## config.mk

```make
export PLATFORM = sky130hd
export DESIGN_NAME = fetch_sequencer
export DESIGN_NICKNAME = d
export VERILOG_FILES = /design/src/rtl/fetch_sequencer.sv
export SDC_FILE = /design/constraint.sdc
export NUM_CORES = 1
export LEC_CHECK = 0
export ABC_AREA = 1
export CAP_MARGIN = 40
export CORE_MARGIN = 5
export CORE_UTILIZATION = 40
export CTS_CLUSTER_DIAMETER = 200
export DETAILED_ROUTE_END_ITERATION = 6
export MAX_ROUTING_LAYER = met4
export PLACE_DENSITY = 0.71
export SLEW_MARGIN = 15
export SYNTH_ARGS = -nofsm -noshare
export SYNTH_HDL_FRONTEND = slang
export SYNTH_SLANG_ARGS = --single-unit
```

## constraint.sdc

```tcl
create_clock -name clk -period 1.9 [get_ports clk]
set_clock_uncertainty 0.15 [all_clocks]
set_input_delay 0.38 -clock clk [delete_from_list [all_inputs] [get_ports clk]]
set_output_delay 0.38 -clock clk [all_outputs]
set_load 0.02 [all_outputs]
```

## src/rtl/fetch_sequencer.sv

```systemverilog
// fetch_sequencer: multi-cycle instruction fetch controller driving PC, memory read port and decode handshake
module fetch_sequencer #(
    parameter int ADDR_W  = 32,
    parameter int TIMEOUT = 15
) (
    input  logic              clk,
    input  logic              clr_n,
    input  logic              run,
    input  logic [ADDR_W-1:0] pc_q,
    output logic              pc_inc,
    output logic              pc_load,
    output logic [ADDR_W-1:0] pc_d,
    input  logic              br_valid,
    input  logic [ADDR_W-1:0] br_target,
    output logic [ADDR_W-1:0] mem_addr,
    output logic              mem_rd,
    input  logic              mem_ack,
    input  logic [31:0]       mem_data,
    output logic [31:0]       ir_out,
    output logic              ir_valid,
    input  logic              ir_ready,
    output logic              busy,
    output logic              fault
);
    typedef enum logic [2:0] {IDLE, ADDR, WAIT, LOAD, HOLD, FAULT} state_t;

    state_t            r_state, w_state_nx;
    logic              r_flush, w_flush_nx;
    logic [ADDR_W-1:0] r_tgt, w_tgt_nx;
    logic [3:0]        r_cnt, w_cnt_nx;
    logic              r_pc_inc, w_pc_inc_nx;
    logic              r_pc_load, w_pc_load_nx;
    logic [ADDR_W-1:0] r_pc_d, w_pc_d_nx;
    logic [ADDR_W-1:0] r_mem_addr, w_mem_addr_nx;
    logic [31:0]       r_ir, w_ir_nx;
    logic              w_br_bad;

    assign w_br_bad = br_valid & (|br_target[1:0]);
    assign pc_inc   = r_pc_inc;
    assign pc_load  = r_pc_load;
    assign pc_d     = r_pc_d;
    assign mem_addr = r_mem_addr;
    assign ir_out   = r_ir;
    assign mem_rd   = (r_state == WAIT);
    assign ir_valid = (r_state == HOLD);
    assign busy     = (r_state != IDLE);
    assign fault    = (r_state == FAULT);

    // State register
    always_ff @(posedge clk or negedge clr_n) begin
        if (!clr_n) r_state <= IDLE;
        else        r_state <= w_state_nx;
    end

    // Next-state and next-value decode; ADDR holds off sampling pc_q while a pc_load pulse is still in flight
    always_comb begin
        w_state_nx    = r_state;
        w_flush_nx    = r_flush;
        w_tgt_nx      = r_tgt;
        w_cnt_nx      = r_cnt;
        w_pc_inc_nx   = 1'b0;
        w_pc_load_nx  = 1'b0;
        w_pc_d_nx     = r_pc_d;
        w_mem_addr_nx = r_mem_addr;
        w_ir_nx       = r_ir;
        case (r_state)
            IDLE: w_state_nx = run ? ADDR : IDLE;
            ADDR: begin
                if (w_br_bad) begin
                    w_state_nx = FAULT;
                end else if (br_valid) begin
                    w_pc_load_nx = 1'b1;
                    w_pc_d_nx    = br_target;
                end else if (!r_pc_load) begin
                    w_mem_addr_nx = pc_q;
                    w_cnt_nx      = 4'd0;
                    w_state_nx    = (|pc_q[1:0]) ? FAULT : WAIT;
                end
            end
            WAIT: begin
                if (w_br_bad) begin
                    w_state_nx = FAULT;
                end else begin
                    if (br_valid) begin
                        w_flush_nx = 1'b1;
                        w_tgt_nx   = br_target;
                    end
                    if (mem_ack) begin
                        w_state_nx = LOAD;
                        w_ir_nx    = (r_flush | br_valid) ? r_ir : mem_data;
                    end else if (r_cnt == 4'(TIMEOUT - 1)) begin
                        w_state_nx = FAULT;
                    end else begin
                        w_cnt_nx = (r_cnt == 4'hf) ? r_cnt : r_cnt + 4'd1;
                    end
                end
            end
            LOAD: begin
                if (w_br_bad) begin
                    w_state_nx = FAULT;
                end else if (r_flush | br_valid) begin
                    w_pc_load_nx = 1'b1;
                    w_pc_d_nx    = br_valid ? br_target : r_tgt;
                    w_flush_nx   = 1'b0;
                    w_state_nx   = ADDR;
                end else begin
                    w_pc_inc_nx = 1'b1;
                    w_state_nx  = HOLD;
                end
            end
            HOLD: begin
                if (w_br_bad) begin
                    w_state_nx = FAULT;
                end else if (br_valid) begin
                    w_pc_load_nx = 1'b1;
                    w_pc_d_nx    = br_target;
                    w_state_nx   = ADDR;
                end else if (ir_ready) begin
                    w_state_nx = run ? ADDR : IDLE;
                end
            end
            default: w_state_nx = FAULT;
        endcase
    end

    // Datapath and pulse registers
    always_ff @(posedge clk or negedge clr_n) begin
        if (!clr_n) begin
            r_flush    <= 1'b0;
            r_tgt      <= '0;
            r_cnt      <= 4'd0;
            r_pc_inc   <= 1'b0;
            r_pc_load  <= 1'b0;
            r_pc_d     <= '0;
            r_mem_addr <= '0;
            r_ir       <= '0;
        end else begin
            r_flush    <= w_flush_nx;
            r_tgt      <= w_tgt_nx;
            r_cnt      <= w_cnt_nx;
            r_pc_inc   <= w_pc_inc_nx;
            r_pc_load  <= w_pc_load_nx;
            r_pc_d     <= w_pc_d_nx;
            r_mem_addr <= w_mem_addr_nx;
            r_ir       <= w_ir_nx;
        end
    end
endmodule

```

After elaboration in Yosys (flattened, before gate mapping)
Index checks and enable logic that the tools add are counted.
{"block": "word_totals", "in_bits": 102, "register_bits": 138, "out_inout_bits": 102, "wordCells": 95}
{"block": "classes", "n_mux": 41, "n_bitwise": 6, "n_eq_ne": 23, "addsub": 1, "n_reduce_logical": 15}
{"cell": "$mux W32", "n": 5}
{"cell": "$pmux W32 S2", "n": 1}
{"cell": "$mux W3", "n": 12}
{"cell": "$mux W4", "n": 7}
{"cell": "$ne A2 B2 Y1 const B", "n": 11}
{"cell": "$pmux W3 S5", "n": 1}
{"cell": "$mux W1", "n": 12}
{"cell": "$reduce_and A4 Y1", "n": 3}
{"cell": "$reduce_and A5 Y1", "n": 2}
{"cell": "$eq A4 B4 Y1 const B", "n": 2}
{"cell": "$pmux W4 S2", "n": 1}
{"cell": "$reduce_and A8 Y1", "n": 1}
{"cell": "$eq A3 B2 Y1 const B", "n": 2}
{"cell": "$eq A3 B3 Y1 const B", "n": 2}
{"cell": "$ne A3 B3 Y1 const B", "n": 2}
{"cell": "$reduce_bool A2 Y1", "n": 3}
{"cell": "$reduce_or A2 Y1", "n": 3}
{"cell": "$add A4 B1 Y4 const B", "n": 1}
{"cell": "$ne A4 B1 Y1 const B", "n": 1}
{"cell": "$ne A4 B2 Y1 const B", "n": 1}
{"cell": "$not A1 Y1", "n": 4}
{"cell": "$pmux W1 S2", "n": 2}
{"cell": "$eq A3 B1 Y1 const B", "n": 1}
{"cell": "$logic_not A3 Y1", "n": 1}
{"cell": "5 further kinds", "n": 5}

Logic depth before layout (Yosys ltp)
{"block": "depth", "depth_word": 6, "mapped_depth": 10, "depth_no_buf": 10}

Worst setup path after synthesis
Ideal clock, no wire load.
{"block": "synth_path", "path_type": "register to register", "start": "register r_state[1]", "end": "register r_mem_addr[17] (netlist: mem_addr[17])", "required_time_ns": 1.632, "path_buffers": 2, "synth_period_minus_slack_ns": 1.612, "arrival_time_ns": 1.344, "setup_ns": 0.118, "stages_incl_launch_ff": 10, "path_slack_ns": 0.288, "cell_sequence": "dfrtp_1 > inv_2 > nand2_2 > nor2_4 > nand2_1 > or2_1 > buf_4 > buf_6 > nand2_1 > o21ai_2"}
{"block": "synth_via", "elab_chain_len": 2}
{"element": "start: declaration", "line": "27", "source": "state_t r_state, w_state_nx;"}
{"element": "start signal: assignment", "line": "52", "source": "else r_state <= w_state_nx;"}
{"element": "$eq A3 B1 Y1", "line": "66", "source": "case (r_state)"}
{"element": "$reduce_and A4 Y1 (no source line)"}
{"element": "end signal: assignment", "line": "144", "source": "r_mem_addr <= w_mem_addr_nx;"}
{"element": "end: declaration", "line": "34", "source": "logic [ADDR_W-1:0] r_mem_addr, w_mem_addr_nx;"}
No other way between the ends.
A chain may end at the register's enable or synchronous reset.

Final worst setup path
{"block": "layout_path", "start": "register r_state[2]", "end": "output mem_rd"}
{"block": "layout_via", "elab_chain_len": 1}
{"element": "$eq A3 B2 Y1", "line": "44", "source": "assign mem_rd = (r_state == WAIT);"}
{"element": "end: declaration", "line": "16", "source": "output logic mem_rd,"}
No other way between the ends.

==> impl_results.md <==
- Crit start category: flip-flop
- Worst path cell trace: inv_2 -> buf_4 -> nand3_4 -> inv_4 -> buf_6
- Core ar.: 16470 um^2
- Max-slew violation count: 0
- CTS sink cnt: 138
- Antenna-violating nets left: 0
- # DRC: 0
- FF-to-FF setup slack: 0.12 ns
- ANT cells: 0
- Setup slack at placement: -0.1344 ns
- Reg2Reg Launch Point: r_state[0]$_DFFE_PN0P_
- Clk root buf: clkbuf_16
- Overall Power: 13.75 mW
- Post-synthesis compound-gate area fraction: 15.09%
- Largest family of logic cells by synthesized area: simple AND/OR/NAND/NOR gates
- Gate Count Post-Synth: 825
- WP buf/inv: 4
- Routed len/inst: about 14 um
- Starting DRT DRC Count: 314
- Pleak: 5.007 nW
- Register area share after synthesis: approximately half
- Met2 GRT Util: 27.84%
- Largest delay share family, worst path: buffers and inverters
- PortBufs: 203
- Global routing usage on met3: 5.172%
- Routed WL: 17170 um
- RSZ-0062 raised after global routing: false
- Dpl hpwl: 12410 um
- CP Launch Point: r_state[2]$_DFFE_PN0P_
- Drt pass-1 iters: 5
- CTS max path bufs: 2
- CP Capture Point: mem_rd
- Distinct cells, synth: 25
- Gr busiest metal: met2
- Nets: roughly 1100
- CTS Buf Count: 17
- GRT overflow: 0
- H-tree Lvls: 4
- Rel. slew slack: between 70% and 80%
- Worst Path Max Fanout: 5
- Die Y: 139.0 um
- Number of global-route vias before repair: 5489
- WP data required: approximately 1.4 ns
- Ys async rst share: 100.0%
- Maximum vdd drop: 0.7396 mV
- Flops & latches, synth: 138
- Number of synthesized flops with an enable pin: 0
- Later-pin clock latency in the skew report: 0.41 ns
- Mux share of post-synthesis cell area: 0%
- Final worst-path setup slack: between 0.08 and 0.09 ns
- Row count: 47
- Grt met1 use: 24.38%
- Gr usage total: 18.47%
- Largest net degree at the start of global routing: 65
- R2R Path End: mem_addr[24]$_DFFE_PN0P_
- Critical setup path kind: reg -> out
- Finished Cell Area: roughly 9500 um^2
- Cell area after synthesis: 6660 um^2
- Starting Density: 40.45%
- Reg2Reg Depth: 8
- Ports: between 200 and 250
- CTS tree: yes
- Final Hold Viols: 0
- CP Capture Type: output pin
- Worst Path Arrival: 1.28 ns
- Total of max-cap violations: 0
- Synth Area per Inst: 8.073 um^2
- Worst Tran Pin Value: around 0.37 ns
- Cell Pwr Density: between 1000 and 1500 nW/um^2
- Minimum clock period: 1.813 ns
- XOR/XNOR Fraction of Synth Area: 0.2630%
- Achievable frequency: 551.7 MHz
- Fraction of layout cells with a size suffix above 1: 12.14%
- Routed vias/inst: 4.600
- Synthesis Warnings: 0
- Mapped Nets: 929
- Top_reg_cell synth: dfrtp_1
- Setup Viol. Count Final: 0
- First-pass GRT wire length: 28210 um
- Path length in cells of the critical path: 5
- Gpl congestion: 0.8354
- Clk slew on worst S/H paths: about 0.060 ns
- Status: completed
- CP max stage delay: 0.38 ns
- Fin util: 57.76%
- Die Area: roughly 19000 um^2
- Min-delay worst type: in -> async
- Final period util: 95.40%
- Post-Synth Simple-Gate Area: 20.16%
- Via Count: 5823
- Critical Path Slowest Stage Cell: dfrtp_1
- Initial antenna violation count: 0
- Adder-cell share of the synthesized area: 0.3757%
- Die W: 139.0 um
- Layout Area Growth over Synthesis: 42.80%
- Placed Area: 8976 um^2
## worst min path at each step
stage	from	endpoint
floorplan	clr_n	ir_out[0]$_DFFE_PN0P_
global placement	clr_n	ir_out[11]$_DFFE_PN0P_
finish	clr_n	ir_out[11]$_DFFE_PN0P_
CTS	clr_n	ir_out[11]$_DFFE_PN0P_
global route	clr_n	ir_out[11]$_DFFE_PN0P_
detailed placement	clr_n	ir_out[11]$_DFFE_PN0P_
## metrics by stage
stage / cells / hold WS [ns] / setup TNS, ns
after floorplan: 825 / -0.06559 / 0
after global placement: 1229 / 0.1317 / -1.583
after detailed placement: 1229 / 0.1290 / -3.497
after CTS: 1265 / 0.2529 / 0
after global routing: 1266 / 0.2880 / 0
final: 1266 / 0.2560 / 0
## sequential cells by signal (all words and copies together) (netlist names)
signal,cells
pc_d,32
r_tgt,32
r_cnt,4
pc_load,1
r_flush,1
mem_addr,32
ir_out,32
pc_inc,1
r_state,3
## final cells by class
cell class | count | area, um^2
Fill cell | 1513 | 6955
Sequential cell | 138 | 3453
Multi-Input combinational cell | 501 | 2412
Timing Repair Buffer | 233 | 2227
Inverter | 143 | 539.3
Clock buffer | 20 | 456.7
Tap cell | 220 | 275.3
Clock inverter | 11 | 146.4
## logic make-up (layout without fill, tap and decap cells)
| kind of cell | after synthesis | in the layout |
|---|---|---|
| DFF | 138 | 138 |
| buffers and inverters | 186 | 407 |
| and+or+nand+nor | 327 | 327 |
| xor gates and xnor gates | 2 | 2 |
| AOI/OAI and AO/OA | 170 | 170 |
| adders and majority gates | 2 | 2 |
## worst register-to-register path, cell delays in order (launching register included)
cell     delay (ns)
dfrtp_1        0.36
buf_4          0.13
nand2_2        0.08
nor2_4         0.13
nand2_1        0.09
or2_2          0.30
buf_12         0.22
nand2_1        0.14
o21ai_2        0.05
## cell usage in the layout, fill, tap and decap left out, drive strengths merged, types with 2 or more instances in the layout
| cell | count |
|---|---|
| clkinv | 6 |
| dlygate4sd2 | 96 |
| nand4 | 4 |
| buf | 35 |
| nand3 | 42 |
| ha | 2 |
| bufinv | 3 |
| nor2 | 19 |
| inv | 143 |
| nand2 | 261 |
| dfrtp | 138 |
| clkinvlp | 2 |
| clkdlybuf4s50 | 99 |
| a21oi | 2 |
| clkbuf | 20 |
| dlymetal6s2s | 2 |
| o21ai | 166 |
## timing repair
| action | CTS | global route |
|---|---|---|
| hold endpoints to repair | 32 | 0 |
| setup endpoints to repair | 100 | 4 |
| hold buffers | 1 | 0 |
| setup buffers | 4 | 1 |
| resized for setup | 109 | 4 |
## layer usage
metal,wire (um),vias up
met5,0,-
met4,284,0
met3,1239,22
met2,7676,211
met1,7973,2612
li1,-,2978
## report_power, final
group	switching (mW)	internal [mW]	leakage [nW]	total [mW]
logic	3.58	2.18	2.98	5.76
clock network	1.25	2.13	0.292	3.38
registers	0.513	4.11	1.73	4.62
## Yosys cell counts, drive strengths merged (2+ instances only)
cell type | count | area [um^2]
dfrtp | 138 | 3453
clkbuf | 12 | 45.04
nand4 | 4 | 25.02
ha | 2 | 25.02
nand3 | 42 | 220.2
buf | 31 | 235.2
nor2 | 19 | 81.33
a21oi | 2 | 10.01
inv | 143 | 536.8
nand2 | 261 | 1010
o21ai | 166 | 981.0
Note: power is estimated with default switching activity, not from simulation.
